==> config.mk <==
export PLATFORM = sky130hd
export DESIGN_NAME = fifo_any_wr_arb_flat
export DESIGN_NICKNAME = d
export VERILOG_FILES = /design/src/rtl/fifo_any_wr_arb_if.sv /design/src/rtl/fifo_any_wr_arb.sv /design/src/flat_wrapper.sv
export SDC_FILE = /design/constraint.sdc
export NUM_CORES = 1
export LEC_CHECK = 0
export ABC_AREA = 0
export CORE_ASPECT_RATIO = 0.8
export CORE_MARGIN = 4
export CORE_UTILIZATION = 39
export CTS_BUF_LIST = sky130_fd_sc_hd__clkbuf_16
export DETAILED_ROUTE_END_ITERATION = 7
export HOLD_SLACK_MARGIN = 0.12
export PLACE_DENSITY = 0.83
export SYNTH_ARGS = -nofsm -noshare
export SYNTH_HDL_FRONTEND = slang
export SYNTH_SLANG_ARGS = --single-unit
export TNS_END_PERCENT = 5
==> constraint.sdc <==
create_clock -name i_clk -period 5.1 [get_ports i_clk]
set_input_delay 1.02 -clock i_clk [delete_from_list [all_inputs] [get_ports i_clk]]
set_output_delay 1.02 -clock i_clk [all_outputs]
set_load 0.1 [all_outputs]
==> src/rtl/fifo_any_wr_arb_if.sv <==
// Handshake bundle between requesters, the write arbiter and the multi-port FIFO.
// The arbiter binds to the slave modport; the surrounding environment drives through master.
interface fifo_any_wr_arb_if #(
   parameter int WIDTH = 32,
   parameter int NREQ  = 4,
   parameter int W_CNT = 2
);
   logic [NREQ-1:0]  i_req_valid;
   logic [WIDTH-1:0] i_req_data [0:NREQ-1];
   logic [NREQ-1:0]  o_req_ready;
   logic [W_CNT-1:0] o_w_e;
   logic [WIDTH-1:0] o_w_data [0:W_CNT-1];
   logic [W_CNT-1:0] i_w_ack;
   logic             i_w_avail;
   logic             i_flush_req;
   logic             o_fifo_flush;
   logic             o_busy;

   modport slave (
      input  i_req_valid, i_req_data, i_w_ack, i_w_avail, i_flush_req,
      output o_req_ready, o_w_e, o_w_data, o_fifo_flush, o_busy
   );

   modport master (
      output i_req_valid, i_req_data, i_w_ack, i_w_avail, i_flush_req,
      input  o_req_ready, o_w_e, o_w_data, o_fifo_flush, o_busy
   );
endinterface

==> src/rtl/fifo_any_wr_arb.sv <==
// Round-robin write packer for a multi-port FIFO with a flush/hold-off sequencer.
// Optional macro FIFO_ARB_STATS_EN adds saturating accept and stall counters.
module fifo_any_wr_arb #(
   parameter int WIDTH      = 32,
   parameter int NREQ       = 4,
   parameter int W_CNT      = 2,
   parameter int FLUSH_HOLD = 2,
   parameter int GATE_AVAIL = 1
) (
   input  logic                i_clk,
   input  logic                i_rst,
   fifo_any_wr_arb_if.slave    bus
`ifdef FIFO_ARB_STATS_EN
   ,
   output logic [31:0]         o_stat_acc,
   output logic [31:0]         o_stat_stall
`endif
);

   localparam int PW = $clog2(NREQ);
   localparam int NW = $clog2(W_CNT + 1);

   typedef enum logic [1:0] {RUN, FLUSH, HOLD} state_e;

   state_e           state_q, state_d;
   logic [PW-1:0]    rr_q, rr_d;
   logic [3:0]       hold_q, hold_d;

   logic [PW-1:0]    lane_req [0:W_CNT-1];
   logic [W_CNT-1:0] lane_vld;
   logic [W_CNT-1:0] w_e;
   logic [NREQ-1:0]  ready;
   logic [NW-1:0]    n_acc;
   logic [PW-1:0]    last_req;
   logic             issue;

   // NOTE: every variable written in an always_comb gets a default first, so no path can infer a latch.
   always_comb begin : pack
      int            cnt;
      logic [PW-1:0] r;
      lane_vld = '0;
      for (int k = 0; k < W_CNT; k++) lane_req[k] = '0;
      cnt = 0;
      r   = '0;
      for (int i = 0; i < NREQ; i++) begin
         r = rr_q + PW'(i);
         if (bus.i_req_valid[r]) begin
            for (int k = 0; k < W_CNT; k++) begin
               if (cnt == k) begin
                  lane_req[k] = r;
                  lane_vld[k] = 1'b1;
               end
            end
            cnt++;
         end
      end
   end

   assign issue = (state_q == RUN) && !i_rst && ((GATE_AVAIL == 0) || bus.i_w_avail);
   assign w_e   = lane_vld & {W_CNT{issue}};

   // Only the unbroken run of acked lanes from lane 0 is accepted.
   always_comb begin : accept
      logic stop;
      stop     = 1'b0;
      n_acc    = '0;
      ready    = '0;
      last_req = rr_q;
      for (int k = 0; k < W_CNT; k++) begin
         if (!stop && w_e[k] && bus.i_w_ack[k]) begin
            n_acc              = n_acc + NW'(1);
            ready[lane_req[k]] = 1'b1;
            last_req           = lane_req[k];
         end else begin
            stop = 1'b1;
         end
      end
   end

   always_comb begin
      for (int k = 0; k < W_CNT; k++) begin
         bus.o_w_data[k] = w_e[k] ? bus.i_req_data[lane_req[k]] : '0;
      end
   end

   assign bus.o_w_e        = w_e;
   assign bus.o_req_ready  = ready;
   assign bus.o_fifo_flush = (state_q == FLUSH);
   assign bus.o_busy       = !i_rst && (state_q != RUN);

   always_comb begin : fsm_next
      state_d = state_q;
      rr_d    = rr_q;
      hold_d  = hold_q;
      case (state_q)
         RUN: begin
            if (n_acc != '0) rr_d = last_req + 1'b1;
            if (bus.i_flush_req) state_d = FLUSH;
         end
         FLUSH: begin
            rr_d = '0;
            if (FLUSH_HOLD == 0) begin
               state_d = RUN;
            end else begin
               state_d = HOLD;
               hold_d  = 4'(FLUSH_HOLD - 1);
            end
         end
         HOLD: begin
            if (bus.i_flush_req)   state_d = FLUSH;
            else if (hold_q == '0) state_d = RUN;
            else                   hold_d  = hold_q - 1'b1;
         end
         default: state_d = RUN;
      endcase
   end

   // NOTE: sequential state uses non-blocking assignments so all registers update from pre-edge values.
   always_ff @(posedge i_clk) begin
      if (i_rst) begin
         state_q <= RUN;
         rr_q    <= '0;
         hold_q  <= '0;
      end else begin
         state_q <= state_d;
         rr_q    <= rr_d;
         hold_q  <= hold_d;
      end
   end

`ifdef FIFO_ARB_STATS_EN
   logic [31:0] acc_q, stall_q;
   logic [32:0] acc_sum;
   logic        stall_evt;

   assign acc_sum   = {1'b0, acc_q} + 33'(n_acc);
   assign stall_evt = (state_q == RUN) && (|bus.i_req_valid) && (n_acc == '0);

   // Flush leaves the statistics untouched; only reset clears them.
   always_ff @(posedge i_clk) begin
      if (i_rst) begin
         acc_q   <= '0;
         stall_q <= '0;
      end else begin
         acc_q <= acc_sum[32] ? '1 : acc_sum[31:0];
         if (stall_evt && (stall_q != '1)) stall_q <= stall_q + 1'b1;
      end
   end

   assign o_stat_acc   = acc_q;
   assign o_stat_stall = stall_q;
`endif

endmodule

==> src/flat_wrapper.sv <==
// flat-port wrapper written by rule: the top's interface ports become plain ports
module fifo_any_wr_arb_flat 
#(
   parameter int WIDTH      = 32,
   parameter int NREQ       = 4,
   parameter int W_CNT      = 2,
   parameter int FLUSH_HOLD = 2,
   parameter int GATE_AVAIL = 1
)
  (i_clk, i_rst, bus_i_req_valid, bus_i_req_data, bus_i_w_ack, bus_i_w_avail, bus_i_flush_req, bus_o_req_ready, bus_o_w_e, bus_o_w_data, bus_o_fifo_flush, bus_o_busy);
  fifo_any_wr_arb_if #(.WIDTH(WIDTH), .NREQ(NREQ), .W_CNT(W_CNT)) bus_i ();
  input  logic i_clk;
  input  logic i_rst;
  input wire logic [$bits(bus_i.i_req_valid)-1:0] bus_i_req_valid;
  input wire logic [$bits(bus_i.i_req_data)-1:0] bus_i_req_data;
  input wire logic [$bits(bus_i.i_w_ack)-1:0] bus_i_w_ack;
  input wire logic [$bits(bus_i.i_w_avail)-1:0] bus_i_w_avail;
  input wire logic [$bits(bus_i.i_flush_req)-1:0] bus_i_flush_req;
  output wire logic [$bits(bus_i.o_req_ready)-1:0] bus_o_req_ready;
  output wire logic [$bits(bus_i.o_w_e)-1:0] bus_o_w_e;
  output wire logic [$bits(bus_i.o_w_data)-1:0] bus_o_w_data;
  output wire logic [$bits(bus_i.o_fifo_flush)-1:0] bus_o_fifo_flush;
  output wire logic [$bits(bus_i.o_busy)-1:0] bus_o_busy;
  assign bus_i.i_req_valid = bus_i_req_valid;
  assign bus_i.i_req_data = {>>{bus_i_req_data}};
  assign bus_i.i_w_ack = bus_i_w_ack;
  assign bus_i.i_w_avail = bus_i_w_avail;
  assign bus_i.i_flush_req = bus_i_flush_req;
  assign bus_o_req_ready = bus_i.o_req_ready;
  assign bus_o_w_e = bus_i.o_w_e;
  assign bus_o_w_data = {>>{bus_i.o_w_data}};
  assign bus_o_fifo_flush = bus_i.o_fifo_flush;
  assign bus_o_busy = bus_i.o_busy;
  fifo_any_wr_arb #(.WIDTH(WIDTH), .NREQ(NREQ), .W_CNT(W_CNT), .FLUSH_HOLD(FLUSH_HOLD), .GATE_AVAIL(GATE_AVAIL)) u_core (.i_clk(i_clk), .i_rst(i_rst), .bus(bus_i));
endmodule
Word-level counts from Yosys, hierarchy flattened
Cells that the tools add are included.

storage, ports and cells
  register bits after elaboration = 8
  bits of input ports = 138

operators by class
  add/sub/neg operators = 8
  order comparisons = 10
  equality and inequality tests = 10
  multiplexer cells = 58
  bitwise gates (word level) = 4
  reductions and logical operators = 21

operator list
  operator                 count
  $mux W32                 8
  $bmux W32 S2             2
  $logic_not A32 Y1        3
  $eq A32 B2 Y1 const B    2
  $mux W2                  17
  $add A32 B2 Y32 const B  1
  $mux W4                  7
  $lt A2 B3 Y1 const B     6
  $mux W1                  15
  $bmux W1 S2              4
  $logic_and A1 B1 Y1      8
  $ne A2 B2 Y1 const B     4
  $pmux W4 S2              1
  $reduce_bool A2 Y1       4
  $ge A3 B3 Y1 const B     2
  $not A2 Y3               2
  $pmux W2 S3              1
  $add A1 B1 Y2 const B    2
  $add A2 B1 Y2 const B    2
  $add A2 B2 Y2 const B    2
  $demux W1 S2             2
  $ge A2 B1 Y1 const B     2
  $logic_not A4 Y1         1
  $or A4 B4 Y4             1
  11 further kinds         12

Depth between registers and ports, before layout
Gate-level depths: netlist of run 1.

  depth in word-level cells = 18
  gate-level depth with buffers = 17

Worst setup path before layout of run 1
Ideal clock, no wire load.

  path kind = reg2out
  from = register u_core.rr_q[0]
  to = output bus_o_w_data[33]
  arrival time = 5.659 ns
  required time = 4.080 ns
  path slack = -1.579 ns
  cell stages (with the launch flop) = 16
  path buffers = 5
  cell sequence = dfxtp_1 -> buf_6 -> clkbuf_1 -> buf_1 -> clkbuf_1 -> a21oi_1 -> nand2_1 -> o21ai_0 -> ha_1 -> or2_2 -> mux2_4 -> o211ai_2 -> and2_1 -> o211ai_1 -> clkbuf_1 -> o22ai_1

RTL lines
  what                                                RTL line                                      text
  start, declared                                     fifo_any_wr_arb.sv:26                         logic [PW-1:0] rr_q, rr_d;
  start signal, assigned                              fifo_any_wr_arb.sv:126                        rr_q <= rr_d;
  $bmux W1 S2                                         fifo_any_wr_arb.sv:47                         if (bus.i_req_valid[r]) begin
  $mux W1 (implied by the code)                       fifo_any_wr_arb.sv:47
  $mux W1                                             fifo_any_wr_arb.sv:47
  $add A1 B1 Y2 or $logic_not A32 Y1 (tied branches)  fifo_any_wr_arb.sv:54, fifo_any_wr_arb.sv:49
  $mux W32 or $mux W1 (tied branches)                 fifo_any_wr_arb.sv:47, fifo_any_wr_arb.sv:49
  $add A32 B2 Y32 (tied with other cells)             fifo_any_wr_arb.sv:54                         cnt++;
  $mux W32 or $mux W1 (tied branches)                 fifo_any_wr_arb.sv:47, fifo_any_wr_arb.sv:49
  $logic_not A32 Y1 or $mux W2 (tied branches)        fifo_any_wr_arb.sv:49, fifo_any_wr_arb.sv:47
  $mux W1                                             fifo_any_wr_arb.sv:49                         if (cnt == k) begin
  $mux W2 (*)                                         fifo_any_wr_arb.sv:47
  $and A2 B2 Y2 (*)                                   fifo_any_wr_arb.sv:60                         assign w_e = lane_vld & {W_CNT{issue}};
  net bus_o_w_e[0]                                    flat_wrapper.sv:20                            output wire logic [$bits(bus_i.o_w_e)-1:0] bus_o_w_e;
  $mux W32 (*)                                        fifo_any_wr_arb.sv:82                         bus.o_w_data[k] = w_e[k] ? bus.i_req_data[lane_req[k]] : '0;
  end, declared                                       flat_wrapper.sv:21                            output wire logic [$bits(bus_i.o_w_data)-1:0] bus_o_w_data;

Mark *: on every way through the listed nets, which the timed path passes. The rest lies on a longest branch. The select of a mux whose other input is x is not followed.

Worst setup path after layout of run 1
  from = input bus_i_req_valid[3]
  to = output bus_o_w_data[63]

between the ends
  cells in the longest elaborated chain, start to end = 15

RTL lines
  what                                                RTL line                                      text
  start, declared                                     flat_wrapper.sv:14                            input wire logic [$bits(bus_i.i_req_valid)-1:0] bus_i_req_valid;
  $bmux W1 S2                                         fifo_any_wr_arb.sv:47
  $mux W1 (implied by the code)                       fifo_any_wr_arb.sv:47
  $mux W1                                             fifo_any_wr_arb.sv:47
  $add A1 B1 Y2 or $logic_not A32 Y1 (tied branches)  fifo_any_wr_arb.sv:54, fifo_any_wr_arb.sv:49
  $mux W32 or $mux W2 (tied branches)                 fifo_any_wr_arb.sv:47, fifo_any_wr_arb.sv:49
  $add A32 B2 Y32 (tied with other cells)             fifo_any_wr_arb.sv:54
  $mux W32 or $mux W2 (tied branches)                 fifo_any_wr_arb.sv:47, fifo_any_wr_arb.sv:49
  $logic_not A32 Y1 or $mux W4 (tied branches)        fifo_any_wr_arb.sv:49, fifo_any_wr_arb.sv:47
  $mux W2                                             fifo_any_wr_arb.sv:49
  $mux W4                                             fifo_any_wr_arb.sv:47
  $not A2 Y3 (implied by the code)                    fifo_any_wr_arb.sv:82
  $bmux W32 S2                                        fifo_any_wr_arb.sv:82
  $mux W32 (implied by the code) (2 in series)        fifo_any_wr_arb.sv:82
  $mux W32 (*)                                        fifo_any_wr_arb.sv:82

Every way passes the cells marked *; elsewhere a longest branch is shown, timed or not. The select of a mux whose other input is x is not followed.

==> results of run 1 <==
## stage by stage
step / TNS, ns / worst slack [ns] / cell area [um^2] / util (%) / std cells
after detailed placement: -9.35 / -0.321 / 7710 / 89.3 / 815
after floorplan: -2.65 / -0.0866 / 4460 / - / 487
after global routing: -7.80 / -0.451 / 8040 / 93.1 / 828
after CTS: 0 / 0.0166 / 7850 / 90.9 / 819
final: -6.04 / -0.260 / 8040 / 93.1 / 829
after global placement: -0.485 / -0.0598 / 7710 / 89.3 / 815
## layout by cell type (no fill, tap or decap), drive strengths merged, types with 7 or more instances in the layout
cell type      instances
inv                    7
buf                  137
nor3                  36
ha                     8
o21ai                 38
nor2                  45
o22ai                 64
dfxtp                  8
o221ai                33
nand2                 18
mux2i                100
mux2                   7
clkdlybuf4s50        134
a21oi                 11
## layout make-up
class                           count  area, um^2  area share [%]
Multi-Input combinational cell    421        4110            51.2
Timing Repair Buffer              276        3520            43.7
Sequential cell                     8         161            2.01
Tap cell                          112         140            1.74
Clock buffer                        3        75.1           0.934
Inverter                            8        30.0           0.374
Antenna cell                        1        2.50          0.0311
## routing by layer
metal / share of wire, % / wire length [um] / GRT usage [%] / vias to the layer above
met5: 0.033 / 9 / 0 / -
met4: 10 / 2790 / 23.5 / 2
met3: 15 / 4150 / 10.8 / 326
met2: 44 / 11900 / 70.8 / 757
met1: 31 / 8500 / 46.3 / 2900
li1: - / - / - / 2406
## logic make-up after synthesis
group / synth area share, %
compound gates: 31.9
simple gates: 18.4
mux: 32.2
buf+inv: 9.07
fa+ha+maj: 2.86
flops: 4.57
xor+xnor: 1.00
## sequential cells by signal, indices dropped and copies added, names as in the netlist
| register | cells |
|---|---|
| u_core.rr_q | 2 |
| u_core.hold_q | 4 |
| u_core.state_q | 2 |
## power breakdown
part	total [W]	internal [W]	switching, W
combinational	0.00205	0.000817	0.00123
clock	0.000135	0.000101	0.0000337
sequential	0.0000710	0.0000656	0.00000537
total	0.00225	0.000984	0.00127
## timing repair
| action | in CTS | in global routing |
|---|---|---|
| endpoints found under the setup margin | 68 | 67 |
| hold buffers | 0 | 0 |
| cloned | 0 | 3 |
| buffers inserted | 1 | 6 |
| pin swaps | 4 | 5 |
| resized for setup | 22 | 29 |
## path summary, 6_finish.rpt
kind | startpoint | end | slack [ns] | cells after the start
worst max register to register | u_core.rr_q[0] | u_core.rr_q[0] | 1.69 | 12
worst max-delay path | bus_i_req_valid[3] | bus_o_w_data[63] | -0.26 | 16
worst min-delay path | u_core.hold_q[3] | u_core.hold_q[3] | 0.61 | 2
worst min register to register | u_core.hold_q[3] | u_core.hold_q[3] | 0.61 | 2
## worst max-delay path: stages
cell	delay (ns)
clkdlybuf4s15_1	0.22
buf_4	0.18
a21oi_2	0.20
nand2_2	0.09
o21ai_4	0.12
inv_2	0.09
ha_2	0.21
or2_4	0.26
mux2_4	0.31
o211ai_1	0.30
o211ai_4	0.14
buf_12	0.18
buf_4	0.15
mux2i_1	0.45
o22ai_4	0.21
buf_12	0.21
==> key figures, run 1 <==
Global route
  • All-Layer GR Usage: 41.4%
  • First-pass GRT wire length: 34.6 mm
  • Vias in the first global route: 6197
  • Total gr overflow: 0
  • Largest net degree at the start of global routing: 48
  • Initial antenna violation count: 1

Logic synthesis
  • Count leader, synth: mux2i_1
  • Cell taking the most area after synthesis: mux2i_1
  • Area contributors post-synth: mux2i_1, o22ai_1, o221ai_1, nor3_1, o21ai_0
  • Syn avg cell area: ~7.2 um^2
  • Top FF cell, synth: dfxtp_1
  • Most instantiated cells after synthesis: mux2i_1, o22ai_1, nor2_1
  • Yosys reg bits: 8
  • Syn Nets: roughly 630
  • Post-synthesis cell count: 487
  • Post-synth cell types: 53
  • Seq/Total Area, Yosys: under 10%
  • Top-area cell type share of the netlist area: between 20% and 30%
  • FFs w/ async S/R, synth: 0%
  • Yosys warns: 0
  • Number of synthesized flops with an enable pin: 0
  • Mapped cell area: 3500 um^2

Setup path
  • CP endpoint kind: output port
  • Startpoint type of the worst setup path: input pin
  • CP Max Fanout: 7
  • Crit path required time: 4.08 ns
  • CP Class: in2out
  • Arr. time, crit path: 4.34 ns

STA
  • Final Cycle Share: 105%
  • Endpoints failing hold: 0
  • Pins Over Slew Limit: 0
  • Final setup fails: 66
  • Min Hold Slack: 0.607 ns
  • Clock skew: a little over 0.004 ns
  • Max_slew headroom: 35.7%
  • Least-Margin Pin Slew: 0.962 ns
  • Setup ws final: -0.260 ns
  • Fmax: 187 MHz
  • Period minus WS final: approximately 5.4 ns

Cells and area
  • NumNets Final: 864
  • Area growth, synth to finish: 130%
  • Share of layout cells above drive strength 1: about 37%
  • Fillers: between 200 and 300

Clock network
  • # H-tree levels: 1
  • TritonCTS Sinks: 8
  • Clk root buf: clkbuf_16
  • CTS tree: yes
  • Clock slew at reported path FFs: 0.04 ns
  • Clock buffer depth: 2
  • Worst-skew pair later-pin latency: 0.24 ns
  • CTS Buf Count: 3

Routing
  • Initial DRT Pass Iterations: 8
  • Number of DRC markers in iteration 0: 1145
  • Total vias in the final route: 6391
  • Drt drc: 175
  • Detailed-route wire length per cell: 33.0 um
  • Final WL: 27.4 mm
  • Antenna viol nets, final: 0
  • Via density: about 7.7

Place
  • PortBufs: 209
  • Gpl congestion: 0.946
  • DPL Wire Length: ~16 mm

Worst hold path
  • Worst min-delay path category: reg2reg

Power
  • Max VDD drop: 0.000275 V
  • Total power: 0.00225 W
  • Pwr Density: 280 nW/um^2
  • Leak Pwr: 2.78 nW

Floorplanning
  • Die area: 10600 um^2
  • Die width: 114 um
  • Die H: 92.8 um
  • Core ar.: roughly 8600 um^2
  • Boundary Pins: between 200 and 250
  • Initial Util: 40.6%
  • Std-Cell Rows: 30

Flow run
  • Maxcap violations: 0

Status
  • Failing checks: design-rule violations, negative setup slack
  • Status: finished with violations
No activity file was read; power rests on OpenSTA's default activity.
==> run 2, diff against run 1 <==
CTS_CLUSTER_DIAMETER = 150   (was default)
==> results of run 2 <==
Final layout, timing and power as in run 1 (identical DEF).
==> run 3, diff against run 2 <==
CORE_ASPECT_RATIO = 0.5   (was 0.8)
==> key figures, run 3 <==
Floorplanning
  • Initial Util: between 40% and 50%
  • Boundary Pins: 210
  • Die H: about 75 um
  • Std-Cell Rows: 24
  • Die width: 142 um

Logic synthesis
  • Area contributors post-synth: mux2i_1, o22ai_1, o221ai_1, nor3_1, o21ai_0
  • Mapped cell area: around 3500 um^2
  • Top-area cell type share of the netlist area: between 20 and 30%
  • Yosys warns: 0
  • Synth Area in Compound Gates: roughly a third
  • Seq/Total Area, Yosys: 4.57%
  • Post-synth cell types: 53
  • Synth Area in Simple Gates: between 10% and 20%
  • Syn Nets: 633
  • Mux cell area share after synthesis: 32.2%
  • Synthesized-area fraction occupied by adder cells: 2.86%
  • Count leader, synth: mux2i_1
  • Post-synthesis cell count: approximately 500
  • Number of synthesized flops with an enable pin: 0
  • Yosys reg bits: 8
  • Cell taking the most area after synthesis: mux2i_1
  • FFs w/ async S/R, synth: 0%
  • Most instantiated cells after synthesis: mux2i_1, o22ai_1, nor2_1
  • XOR/XNOR Fraction of Synth Area: under 10%
  • Largest family of logic cells by synthesized area: multiplexers
  • Syn avg cell area: 7.19 um^2
  • Top FF cell, synth: dfxtp_1

Status
  • Exit stage: global routing (5_1_grt)
  • Status: stopped before the end
  • First Err: [ERROR DPL-0033] detailed placement checks failed during check placement.

Clock network
  • Clock buffer depth: 2
  • # hold bufs at CTS: 0
  • # H-tree levels: 1
  • Clk root buf: clkbuf_16
  • CTS Buf Count: 3
  • TritonCTS Sinks: 8

Global route
  • Initial antenna violation count: 1
  • Largest net degree at the start of global routing: 49

STA
  • GRT repair_timing worst endpoint: bus_o_w_data[33]
  • Worst endpoint type: output port

Place
  • Gpl congestion: 0.899
  • DPL Wire Length: 13.8 mm
  • PortBufs: 209
==> run 3: cell counts after synthesis <==
No cell type changed its count.
==> run 3: stage by stage <==
stage / worst slack, ns / area [um^2] / std cells
after floorplan: -0.0866 / 4460 / 487
after global placement: -0.0889 / 7640 / 817
after detailed placement: -0.198 / 7640 / 817
after CTS: 0.0108 / 8390 / 836
==> run 3: cells by family after synthesis <==
logic type / Yosys count
flops: 8
fa+ha+maj: 8
simple gates: 132
buf+inv: 58
mux: 109
xor+xnor: 4
compound gates: 168
==> run 3: repair_timing <==
| action | in CTS |
|---|---|
| setup endpoints to repair | 68 |
| setup buffers | 11 |
| pin swaps | 11 |
| cloned | 5 |
| resized for setup | 100 |
==> run 4, diff against run 3 <==
CORE_ASPECT_RATIO = default   (was 0.5)
CTS_BUF_LIST = default   (was sky130_fd_sc_hd__clkbuf_16)
CTS_CLUSTER_DIAMETER = default   (was 150)
HOLD_SLACK_MARGIN = default   (was 0.12)
PLACE_DENSITY = default   (was 0.83)
PLACE_DENSITY_LB_ADDON = 0.15   (was default)
==> key figures, run 4 <==
Place
  • Gpl congestion: 0.912
  • Area post-placement: 7640 um^2
  • DPL Wire Length: 13.9 mm
  • Cells after DPL: 804
  • PortBufs: 209

Logic synthesis
  • FFs w/ async S/R, synth: 0%
  • Number of synthesized flops with an enable pin: 0
  • Top FF cell, synth: dfxtp_1
  • Yosys warns: 0
  • Most instantiated cells after synthesis: mux2i_1, o22ai_1, nor2_1
  • Syn Nets: 633
  • Count leader, synth: mux2i_1
  • Post-synthesis cell count: around 500
  • Seq/Total Area, Yosys: 4.57%
  • Syn avg cell area: 7.19 um^2
  • Area contributors post-synth: mux2i_1, o22ai_1, o221ai_1, nor3_1, o21ai_0
  • Post-synth cell types: 53
  • Yosys reg bits: 8
  • Top-area cell type share of the netlist area: roughly 29%
  • Cell taking the most area after synthesis: mux2i_1
  • Mapped cell area: 3500 um^2

Clock network
  • Post-CTS setup buffer count: 6
  • TritonCTS Sinks: 8
  • Clk root buf: clkbuf_8
  • CTS Buf Count: 3
  • # hold bufs at CTS: 0
  • # H-tree levels: 1
  • Clock buffer depth: 2
  • Post-cts resize count: 97

Status
  • Exit stage: clock tree synthesis (4_1_cts)
  • Status: stopped before the end
  • First Err: [ERROR DPL-0033] detailed placement checks failed during check placement.

Floorplanning
  • Boundary Pins: 210
  • Die H: ~100 um
  • Initial Util: 40.2%
  • Std-Cell Rows: 34
  • Die width: 103 um
run 4: per-stage QoR:
step	hold slack, ns	worst slack (ns)
2_1_floorplan	0.467	-0.0866
3_3_place_gp	0.477	-0.0597
3_5_place_dp	0.494	-0.170
run 4: logic make-up after synthesis:
family | share of synthesized area [%]
XOR/XNOR | 1.00
buffers and inverters | 9.07
AND/OR/NAND/NOR | 18.4
adder cells (fa/ha/maj) | 2.86
AO/OA/AOI/OAI | 31.9
multiplexers | 32.2
flip-flops | 4.57
